### src/rtl/instr_fetch_unit_if.sv
// Fetch-unit bus bundle: instruction-memory request/response, IR presentation
// to the control unit, redirect inputs and status flags.
interface instr_fetch_unit_if;
  logic        imem_req;
  logic [15:0] imem_addr;
  logic        imem_ack;
  logic [15:0] imem_rdata;
  logic        instr_valid;
  logic        instr_ready;
  logic [15:0] instr;
  logic [3:0]  opcode;
  logic [3:0]  function_code;
  logic [15:0] pc;
  logic        Jump;
  logic        branch_taken;
  logic [15:0] branch_target;
  logic        halted;
  logic        imem_err;

  modport master (
    output imem_req, imem_addr, instr_valid, instr, opcode, function_code,
           pc, halted, imem_err,
    input  imem_ack, imem_rdata, instr_ready, Jump, branch_taken, branch_target
  );

  modport slave (
    input  imem_req, imem_addr, instr_valid, instr, opcode, function_code,
           pc, halted, imem_err,
    output imem_ack, imem_rdata, instr_ready, Jump, branch_taken, branch_target
  );
endinterface

### src/rtl/instr_fetch_unit.sv
// Instruction fetch unit: IDLE/REQ/HOLD/HALT sequencer holding pc and IR.
// Optional macro FETCH_TIMEOUT_EN adds a REQ-state timeout fault.
module instr_fetch_unit #(
  parameter logic [15:0] RESET_VECTOR   = 16'h0000,
  parameter int          TIMEOUT_CYCLES = 16
) (
  input  logic                 clk,
  input  logic                 rst_n,
  instr_fetch_unit_if.master   bus
);

  localparam logic [1:0] ST_IDLE = 2'd0;
  localparam logic [1:0] ST_REQ  = 2'd1;
  localparam logic [1:0] ST_HOLD = 2'd2;
  localparam logic [1:0] ST_HALT = 2'd3;

  localparam logic [3:0] OP_HALT = 4'b1111;

  logic [1:0]  state_q, state_d;
  logic [15:0] pc_q, pc_d;
  logic [15:0] ir_q, ir_d;
  logic        handshake;
  logic [15:0] pc_next_seq;

`ifdef FETCH_TIMEOUT_EN
  localparam logic [15:0] TMO_LAST = 16'(TIMEOUT_CYCLES - 1);
  logic [15:0] tmo_cnt_q, tmo_cnt_d;
  logic        err_q, err_d;
`endif

  assign handshake   = (state_q == ST_HOLD) && bus.instr_ready;
  assign pc_next_seq = bus.Jump         ? {pc_q[15:12], ir_q[11:0]} :
                       bus.branch_taken ? bus.branch_target :
                                          pc_q + 16'd1;

  always_comb begin
    state_d = state_q;
    pc_d    = pc_q;
    ir_d    = ir_q;
`ifdef FETCH_TIMEOUT_EN
    err_d   = err_q;
`endif
    case (state_q)
      ST_IDLE: state_d = ST_REQ;
      ST_REQ: begin
        if (bus.imem_ack) begin
          ir_d    = bus.imem_rdata;
          state_d = ST_HOLD;
        end
`ifdef FETCH_TIMEOUT_EN
        else if (tmo_cnt_q == TMO_LAST) begin
          err_d   = 1'b1;
          state_d = ST_HALT;
        end
`endif
      end
      ST_HOLD: begin
        if (handshake) begin
          // A halt instruction freezes pc on itself; redirects are not applied.
          if (ir_q[15:12] == OP_HALT) begin
            state_d = ST_HALT;
          end else begin
            pc_d    = pc_next_seq;
            state_d = ST_REQ;
          end
        end
      end
      default: state_d = ST_HALT;
    endcase
  end

  always_ff @(posedge clk or negedge rst_n) begin
    if (!rst_n) begin
      state_q <= ST_IDLE;
      pc_q    <= RESET_VECTOR;
      ir_q    <= 16'h0000;
    end else begin
      state_q <= state_d;
      pc_q    <= pc_d;
      ir_q    <= ir_d;
    end
  end

`ifdef FETCH_TIMEOUT_EN
  // Counter is held at zero outside REQ, so every REQ entry starts from zero.
  assign tmo_cnt_d = (state_q == ST_REQ) ? tmo_cnt_q + 16'd1 : 16'd0;

  always_ff @(posedge clk or negedge rst_n) begin
    if (!rst_n) begin
      tmo_cnt_q <= 16'd0;
      err_q     <= 1'b0;
    end else begin
      tmo_cnt_q <= tmo_cnt_d;
      err_q     <= err_d;
    end
  end

  assign bus.imem_err = err_q;
`else
  assign bus.imem_err = 1'b0;
`endif

  // All outputs decode registered state only; instr_ready never reaches imem_req.
  assign bus.imem_req      = (state_q == ST_REQ);
  assign bus.imem_addr     = pc_q;
  assign bus.instr_valid   = (state_q == ST_HOLD);
  assign bus.instr         = ir_q;
  assign bus.opcode        = ir_q[15:12];
  assign bus.function_code = ir_q[3:0];
  assign bus.pc            = pc_q;
  assign bus.halted        = (state_q == ST_HALT);

endmodule

### src/flat_wrapper.sv
// flat-port wrapper written by rule: the top's interface ports become plain ports
module instr_fetch_unit_flat 
#(
  parameter logic [15:0] RESET_VECTOR   = 16'h0000,
  parameter int          TIMEOUT_CYCLES = 16
)
  (clk, rst_n, bus_imem_req, bus_imem_addr, bus_instr_valid, bus_instr, bus_opcode, bus_function_code, bus_pc, bus_halted, bus_imem_err, bus_imem_ack, bus_imem_rdata, bus_instr_ready, bus_Jump, bus_branch_taken, bus_branch_target);
  instr_fetch_unit_if bus_i ();
  input  logic clk;
  input  logic rst_n;
  output wire logic [$bits(bus_i.imem_req)-1:0] bus_imem_req;
  output wire logic [$bits(bus_i.imem_addr)-1:0] bus_imem_addr;
  output wire logic [$bits(bus_i.instr_valid)-1:0] bus_instr_valid;
  output wire logic [$bits(bus_i.instr)-1:0] bus_instr;
  output wire logic [$bits(bus_i.opcode)-1:0] bus_opcode;
  output wire logic [$bits(bus_i.function_code)-1:0] bus_function_code;
  output wire logic [$bits(bus_i.pc)-1:0] bus_pc;
  output wire logic [$bits(bus_i.halted)-1:0] bus_halted;
  output wire logic [$bits(bus_i.imem_err)-1:0] bus_imem_err;
  input wire logic [$bits(bus_i.imem_ack)-1:0] bus_imem_ack;
  input wire logic [$bits(bus_i.imem_rdata)-1:0] bus_imem_rdata;
  input wire logic [$bits(bus_i.instr_ready)-1:0] bus_instr_ready;
  input wire logic [$bits(bus_i.Jump)-1:0] bus_Jump;
  input wire logic [$bits(bus_i.branch_taken)-1:0] bus_branch_taken;
  input wire logic [$bits(bus_i.branch_target)-1:0] bus_branch_target;
  assign bus_imem_req = bus_i.imem_req;
  assign bus_imem_addr = bus_i.imem_addr;
  assign bus_instr_valid = bus_i.instr_valid;
  assign bus_instr = bus_i.instr;
  assign bus_opcode = bus_i.opcode;
  assign bus_function_code = bus_i.function_code;
  assign bus_pc = bus_i.pc;
  assign bus_halted = bus_i.halted;
  assign bus_imem_err = bus_i.imem_err;
  assign bus_i.imem_ack = bus_imem_ack;
  assign bus_i.imem_rdata = bus_imem_rdata;
  assign bus_i.instr_ready = bus_instr_ready;
  assign bus_i.Jump = bus_Jump;
  assign bus_i.branch_taken = bus_branch_taken;
  assign bus_i.branch_target = bus_branch_target;
  instr_fetch_unit #(.RESET_VECTOR(RESET_VECTOR), .TIMEOUT_CYCLES(TIMEOUT_CYCLES)) u_core (.clk(clk), .rst_n(rst_n), .bus(bus_i));
endmodule
### config.mk
export PLATFORM = sky130hd
export DESIGN_NAME = instr_fetch_unit_flat
export DESIGN_NICKNAME = d
export VERILOG_FILES = /design/src/rtl/instr_fetch_unit_if.sv /design/src/rtl/instr_fetch_unit.sv /design/src/flat_wrapper.sv
export SDC_FILE = /design/constraint.sdc
export NUM_CORES = 1
export LEC_CHECK = 0
export BUFFER_PORTS_ARGS = -buffer_cell sky130_fd_sc_hd__clkbuf_2
export CAP_MARGIN = 20
export CORE_MARGIN = 10
export CORE_UTILIZATION = 43
export DETAILED_ROUTE_END_ITERATION = 12
export GPL_ROUTABILITY_DRIVEN = 0
export PLACE_DENSITY = 0.84
export SKIP_CTS_REPAIR_TIMING = 1
export SLEW_MARGIN = 20
export SYNTH_ARGS = -nofsm -noshare
export SYNTH_HDL_FRONTEND = slang
export SYNTH_SLANG_ARGS = --single-unit
export TNS_END_PERCENT = 1
### constraint.sdc
create_clock -name clk -period 1.4 [get_ports clk]
set_clock_uncertainty 0.05 [all_clocks]
set_input_delay 0.21 -clock clk [delete_from_list [all_inputs] [get_ports clk]]
set_output_delay 0.21 -clock clk [all_outputs]
set_load 0.02 [all_outputs]
After elaboration in Yosys (flattened, before gate mapping)
Cells that the tools add are included.
W data, S select, Z words.
{"block": "totals", "register_bits": 34, "input_bits": 38, "out_inout_bits": 60, "elab_cells": 25}
{"block": "op_classes", "add_sub_neg": 1, "eq_ne": 6, "n_mux": 6, "bitwise_logic": 2, "n_reduce_logical": 6}
{"cell": "$add A16 B1 Y16 const B", "count": 1}
{"cell": "$mux W16", "count": 1}
{"cell": "$mux W12", "count": 1}
{"cell": "$mux W2", "count": 3}
{"cell": "$pmux W2 S3", "count": 1}
{"cell": "$eq A2 B2 Y1 const B", "count": 2}
{"cell": "$eq A4 B4 Y1 const B", "count": 1}
{"cell": "$ne A2 B1 Y1 const B", "count": 2}
{"cell": "$reduce_and A2 Y1", "count": 2}
{"cell": "$reduce_and A4 Y1", "count": 1}
{"cell": "$reduce_and A3 Y1", "count": 1}
{"cell": "$eq A2 B1 Y1 const B", "count": 1}
{"cell": "$logic_not A2 Y1", "count": 1}
{"cell": "$not A1 Y1", "count": 2}
{"cell": "$logic_and A1 B1 Y1", "count": 1}

Longest topological paths before layout
Gate-level depths: netlist of run 1.
{"block": "logic_depth", "depth_word": 4, "ltp_mapped": 6, "mapped_depth_nobuf": 5}

Worst setup path before layout of run 1
No wires, ideal clock.
{"block": "synth_timing", "path_type": "register to register", "start": "register u_core.pc_q[0] (netlist: u_core.bus.imem_addr[0])", "end": "register u_core.pc_q[8] (netlist: u_core.bus.imem_addr[8])", "setup_time_ps": 127, "t_arrival_ps": 1545, "required_ps": 1223, "slack_ps": -321, "stages_incl_launch_ff": 6, "path_buffers": 0, "period_less_slack_ps": 1721, "cell_sequence": "dfrtp_1 -> ha_1 -> nand3_2 -> o31a_1 -> o31ai_1 -> o22ai_1"}
{"block": "synth_via", "elab_chain_len": 3}
{"element": "start: declaration", "line": "instr_fetch_unit.sv:20", "source": "logic [15:0] pc_q, pc_d;"}
{"element": "start signal: assignment", "line": "instr_fetch_unit.sv:79", "source": "pc_q <= pc_d;"}
{"element": "$add A16 B1 Y16", "line": "instr_fetch_unit.sv:34", "source": "pc_q + 16'd1;"}
{"element": "$mux W16", "line": "instr_fetch_unit.sv:33", "source": "bus.branch_taken ? bus.branch_target :"}
{"element": "$mux W12", "line": "instr_fetch_unit.sv:32", "source": "assign pc_next_seq = bus.Jump ? {pc_q[15:12], ir_q[11:0]} :"}
Every way passes these cells.
A chain may end at the register's enable or synchronous reset.

Final worst setup path of run 1
{"block": "layout_timing", "start": "register u_core.pc_q[7] (netlist: u_core.bus.imem_addr[7])", "end": "register u_core.pc_q[7] (netlist: u_core.bus.imem_addr[7])"}
The elaborated chain is that of the path after synthesis.

==> impl_metrics.csv, run 1 <==
group,metric,value,unit
run_status,status,"complete, but fails checks",
run_status,violations,"setup timing",
synth,synth_edf_count,0,
synth,synth-seq-cells,34,
layout,fillCellCount,393,
grt,grt-ovfl-total,0,
critical_path,crit_slowest_cell,"dfrtp_2",
power,power_density,2200,nW/µm²
synth,synth_compound_area_share,16.6,%
grt,antenna_found_initial,0,
timing,fin_crit,1.50,ns
layout,diodes,0,
detailed_routing,vias,2076,
synth,synth_ff_type,"dfrtp_1",
timing,fin_ws,-0.104,ns
die,die_h,91.0,µm
synth,synth_cells,226,
critical_path,cp_max_fo,7,
timing,hold_viol,0,
critical_path,crit_arrival,1.68,ns
timing,setup_viol,11,
layout,area_growth,38.5,%
timing,rsz0062_at_grt,"yes",
timing,timing.fmax,665,MHz
layout,finalNetCount,369,
die,die-width,91.0,µm
power,ir_drop,1.57,mV
power,p_leak,1.43,nW
cts,clockRootBuffer,"clkbuf_8",
critical_path,start_kind,"register",
synth,synth_cell_type_count,47,
grt,grt_pass1_wl,10500,µm
synth,synth_xor_area_share,1.21,%
cts,cts_made_buffers,5,
place,port_buffers,96,
detailed_routing,vias_per_cell,5.22,
detailed_routing,first_pass_iters,4,
critical_path,end_kind,"register",
cts,clockBufferDepth,2,
critical_path,reg2reg_slack,-0.10,ns
detailed_routing,drcViolationCount,0,
synth,yosys_warnings,0,
timing,setup_tns,-0.376,ns
timing,hold-worst-slack,0.100,ns
critical_path,crit_type,"register to register",
die,start_util,45.0,%
die,rows,25,
cts,cts.reportedPaths.clkPinSlew,0.08,ns
synth,synthMuxAreaShare,10.2,%
place,place_hpwl,5160,µm
synth,synth.avg_cell_area,9.58,µm²
worst_hold_path,hold_path.class,"input pin to register",
grt,grt_use_total,15.1,%
layout,layout_commonest_cell,"clkbuf_2",
layout,final_cell_mix,"92 x clkbuf_2, 35 x buf_4, 21 x a21oi_1, 21 x dfrtp_1, 16 x mux2_2",
synth,seq_area_frac_synth,39.3,%
cts,cts_tree,"built",
cts,cts.sink_count,34,
cts,insertion_delay,0.29,ns
detailed_routing,ant_nets,0,
synth,syn_nets,265,
synth,synth_fa_ha_area_share,0.578,%
layout,layout-drive-gt1-share,56.8,%
detailed_routing,drt-total-wl,6430,µm
detailed_routing,wire_per_inst,16.2,µm
die,io_pins,98,
synth,synth_top_family_by_area,"simple AND/OR/NAND/NOR gates",
timing,post-route-period-util,107,%
timing,drv_slew,0,
critical_path,cp.required,1.57,ns
flow_run,maxCapViolCount,0,
cts,htree_levels,2,
critical_path,worst_path_largest_cell_delay,0.46,ns
die,core-area,4820,µm²
synth,synthSimpleGateAreaFrac,19.1,%
critical_path,critical_path_buf_inv_count,1,
synth,syn_area,2170,µm²
grt,grt_pass1_vias,2123,
detailed_routing,first_iter_violations,243,
die,dieArea,8280,µm²
synth,async_flop_share,100,%
grt,grt_max_degree,23,
critical_path,cp_cell_sequence,"buf_4 > or3_1 > a31oi_1 > a221o_1",
critical_path,worst_path_dominant_cell_family,"flip-flops",
Yosys cell counts (3+ instances only):
cell type | instances | area [µm²]
o21ai_0 | 8 | 40.0
o22ai_1 | 4 | 25.0
a21oi_1 | 22 | 110
buf_4 | 26 | 195
nor4_1 | 4 | 25.0
o31ai_1 | 5 | 37.5
buf_2 | 7 | 35.0
inv_1 | 9 | 33.8
and2_1 | 4 | 25.0
xnor2_1 | 3 | 26.3
mux2i_1 | 4 | 40.0
dfrtp_1 | 34 | 851
nand2b_1 | 3 | 18.8
a31oi_1 | 3 | 18.8
nor2_1 | 15 | 56.3
nand3_1 | 6 | 30.0
mux2_2 | 16 | 180
nand2_1 | 11 | 41.3
nor3_1 | 6 | 30.0
state kept, by name, indices dropped and copies added (netlist names):
register,count
u_core.bus.imem_addr,16
u_core.state_q,2
u_core.bus.instr,16
logic make-up (layout without fill, tap and decap cells):
kind of cell / Yosys count / count (layout)
AOI/OAI and AO/OA: 57 / 57
xor gates and xnor gates: 3 / 3
adders and majority gates: 1 / 1
buffers and inverters: 44 / 149
DFF: 34 / 34
muxes: 20 / 20
other: 1 / 1
and+or+nand+nor: 66 / 66
report_power, final:
group	switching, mW	leakage (nW)	total, mW	internal, mW
sequential	0.558	0.391	2.01	1.45
clock	0.386	0.0504	0.916	0.529
combinational	2.12	0.986	3.68	1.57
final cells by class:
cell class                 instances  area, µm²  area share, %
sequential                        34        867           28.9
inverter                           9       33.8           1.13
multi-input combinational        148       1120           37.3
tap                               67       83.8           2.80
timing repair buffer             132        783           26.1
clock inverter                     3       45.0           1.50
clock buffer                       5       68.8           2.29
per-layer routing:
layer  part of all wire (%)  wire [µm]  global-route usage (%)
met4                    1.2         74                    4.96
met2                     49       3130                    25.3
met1                     41       2610                    17.6
met5                      0          0                       0
met3                    9.5        613                    5.02
through the flow:
stage	utilization (%)	setup WS, ns	std cells	cell area, µm²	power [mW]
finish	62.3	-0.104	398	3000	6.61
CTS	60.5	-0.0872	395	2910	6.54
detailed placement	58.1	-0.0773	387	2800	5.61
floorplan	-	-0.109	226	2210	4.41
global placement	58.1	-0.0256	387	2800	5.52
global route	62.3	-0.141	398	3000	7.06
final timing paths:
| kind | start | cells past startpoint | endpoint |
|---|---|---|---|
| setup / recovery | u_core.bus.imem_addr[7] | 4 | u_core.bus.imem_addr[7] |
| hold / removal | bus_imem_rdata[3] | 2 | u_core.bus.instr[3] |
| setup reg to reg | u_core.bus.imem_addr[7] | 4 | u_core.bus.imem_addr[7] |
| hold reg to reg | u_core.bus.instr[9] | 1 | u_core.bus.instr[9] |
| max in group asynchronous | rst_n | 3 | u_core.bus.instr[15] |
| min in group asynchronous | rst_n | 2 | u_core.bus.instr[0] |
No activity file was read; power rests on OpenSTA's default activity.
==> inputs of run 2 (changes only) <==
Settings changed: CORE_MARGIN 10 to 2, RECOVER_POWER set to 25.
==> impl_metrics.csv, run 2 (same netlist as run 1, synthesis figures left out) <==
group,metric,value,unit
run_status,status,"complete, but fails checks",
run_status,violations,"setup timing",
timing,worst_pin_slew,0.760,ns
timing,post-route-period-util,106,%
detailed_routing,drt-total-wl,5570,µm
layout,finalNetCount,368,
place,place_hpwl,4250,µm
grt,grt_pass1_wl,8890,µm
layout,layout_commonest_cell,"clkbuf_2",
place,pre_cts_ws,-0.0752,ns
die,start_util,45.3,%
detailed_routing,drcViolationCount,0,
cts,htree_levels,2,
die,die-width,75.0,µm
critical_path,cp_max_fo,8,
critical_path,crit_type,"register to register",
grt,busiest_layer,"met2",
cts,clockBufferDepth,2,
timing,hold_viol,0,
grt,grt-ovfl-total,0,
timing,rsz0062_at_grt,"yes",
power,p_leak,1.42,nW
layout,layout-drive-gt1-share,55.8,%
critical_path,worst_path_dominant_cell_family,"simple AND/OR/NAND/NOR gates",
worst_hold_path,hold_path_end,"u_core.bus.instr[15]",
cts,insertion_delay,0.28,ns
power,ir_drop,1.29,mV
layout,final_cell_mix,"94 x clkbuf_2, 32 x buf_4, 22 x a21oi_1",
grt,grt_use_met3,5.35,%
detailed_routing,vias,2081,
critical_path,critical_path_buf_inv_count,0,
grt,grt_pass1_vias,2005,
timing,fin_crit,1.49,ns
critical_path,end_kind,"register",
critical_path,cp.required,1.51,ns
layout,final_area,2940,µm²
grt,grt_use_total,20.5,%
detailed_routing,first_iter_violations,102,
critical_path,r2r_start,"u_core.bus.imem_addr[1]",
worst_hold_path,min_from,"bus_imem_rdata[15]",
die,dieArea,5620,µm²
timing,setup_viol,10,
cts,clockRootBuffer,"clkbuf_8",
detailed_routing,ant_nets,0,
detailed_routing,first_pass_iters,4,
layout,stdcell_count,397,
grt,antenna_found_initial,0,
critical_path,crit_arrival,1.60,ns
critical_path,cp_cell_sequence,"ha_4 > nand3_4 > or4_4 > o211ai_1 > a21oi_1",
layout,fillCellCount,387,
die,core-area,4790,µm²
cts,cts.sink_count,34,
worst_hold_path,hold_path.class,"input pin to register",
timing,max_slew_margin,49.3,%
grt,groute.layer.met1.usage,26.8,%
critical_path,reg2reg_depth,5,
timing,drv_slew,0,
critical_path,worst_path_largest_cell_delay,0.43,ns
critical_path,rr_endpoint,"u_core.bus.imem_addr[10]",
power,power_density,2160,nW/µm²
cts,cts_tree,"built",
timing,fin_ws,-0.0864,ns
flow_run,maxCapViolCount,0,
detailed_routing,wire_per_inst,14.0,µm
place,port_buffers,96,
place,post-place-cells,388,
die,die_h,75.0,µm
layout,diodes,0,
timing,timing.fmax,673,MHz
layout,area_growth,35.6,%
timing,hold-worst-slack,0.108,ns
grt,grt_max_degree,35,
critical_path,reg2reg_slack,-0.09,ns
place,place_area,2810,µm²
die,io_pins,98,
critical_path,crit_slowest_cell,"or4_4",
cts,cts_made_buffers,5,
detailed_routing,vias_per_cell,5.24,
cts,cts.reportedPaths.clkPinSlew,0.07,ns
die,rows,25,
critical_path,start_kind,"register",
worst_hold_path,worstHoldPathCells,2,
grt,grtUsageMet2,33.1,%
## run 2: cell count changes in the layout (fill, tap and decap cells not counted), sizes merged
cell	previous run	this run
bufinv	1	0
clkinvlp	2	0
clkbuf	97	101
clkinv	0	1
buf	39	36
## run 2: layer usage
layer | vias to the layer above | part of all wire [%] | routed length [µm]
li1 | 995 | - | -
met1 | 968 | 42 | 2340
met2 | 110 | 48 | 2660
met3 | 8 | 8.9 | 495
met4 | 0 | 1.3 | 71
met5 | - | 0 | 0
## run 2: per-stage QoR
step                power, mW  TNS (ns)  utilization (%)
global route             6.73     -1.92             61.4
finish                   6.33    -0.474             61.4
detailed placement       5.57    -0.334             58.6
global placement         5.48   -0.0637             58.6
CTS                      6.32    -0.540             60.5
floorplan                4.41     -1.03                -
## run 2: worst max-delay path by stage
stage	startpoint	endpoint	slack [ns]	cells past startpoint
2_1_floorplan	u_core.bus.imem_addr[0]	u_core.bus.imem_addr[8]	-0.11	5
3_3_place_gp	u_core.bus.imem_addr[1]	u_core.bus.imem_addr[8]	-0.03	5
3_5_place_dp	u_core.bus.imem_addr[1]	u_core.bus.imem_addr[8]	-0.08	5
4_1_cts	u_core.bus.imem_addr[1]	u_core.bus.imem_addr[8]	-0.08	5
5_1_grt	u_core.state_q[0]	u_core.bus.imem_addr[15]	-0.16	5
6_report	u_core.bus.imem_addr[1]	u_core.bus.imem_addr[10]	-0.09	5
## run 2: final cells by class
class | count | area (µm²) | area share (%)
clock buffers | 7 | 86.3 | 2.94
clock inverters | 1 | 5.00 | 0.170
inverters | 9 | 33.8 | 1.15
multi-input cells | 148 | 1090 | 37.1
flip-flops and latches | 34 | 867 | 29.5
well taps | 67 | 83.8 | 2.85
repair buffers | 131 | 771 | 26.2
## run 2: power breakdown
group	switching (mW)	internal [mW]
combinational	2.07	1.54
clock	0.345	0.397
sequential	0.522	1.46
total	2.94	3.39
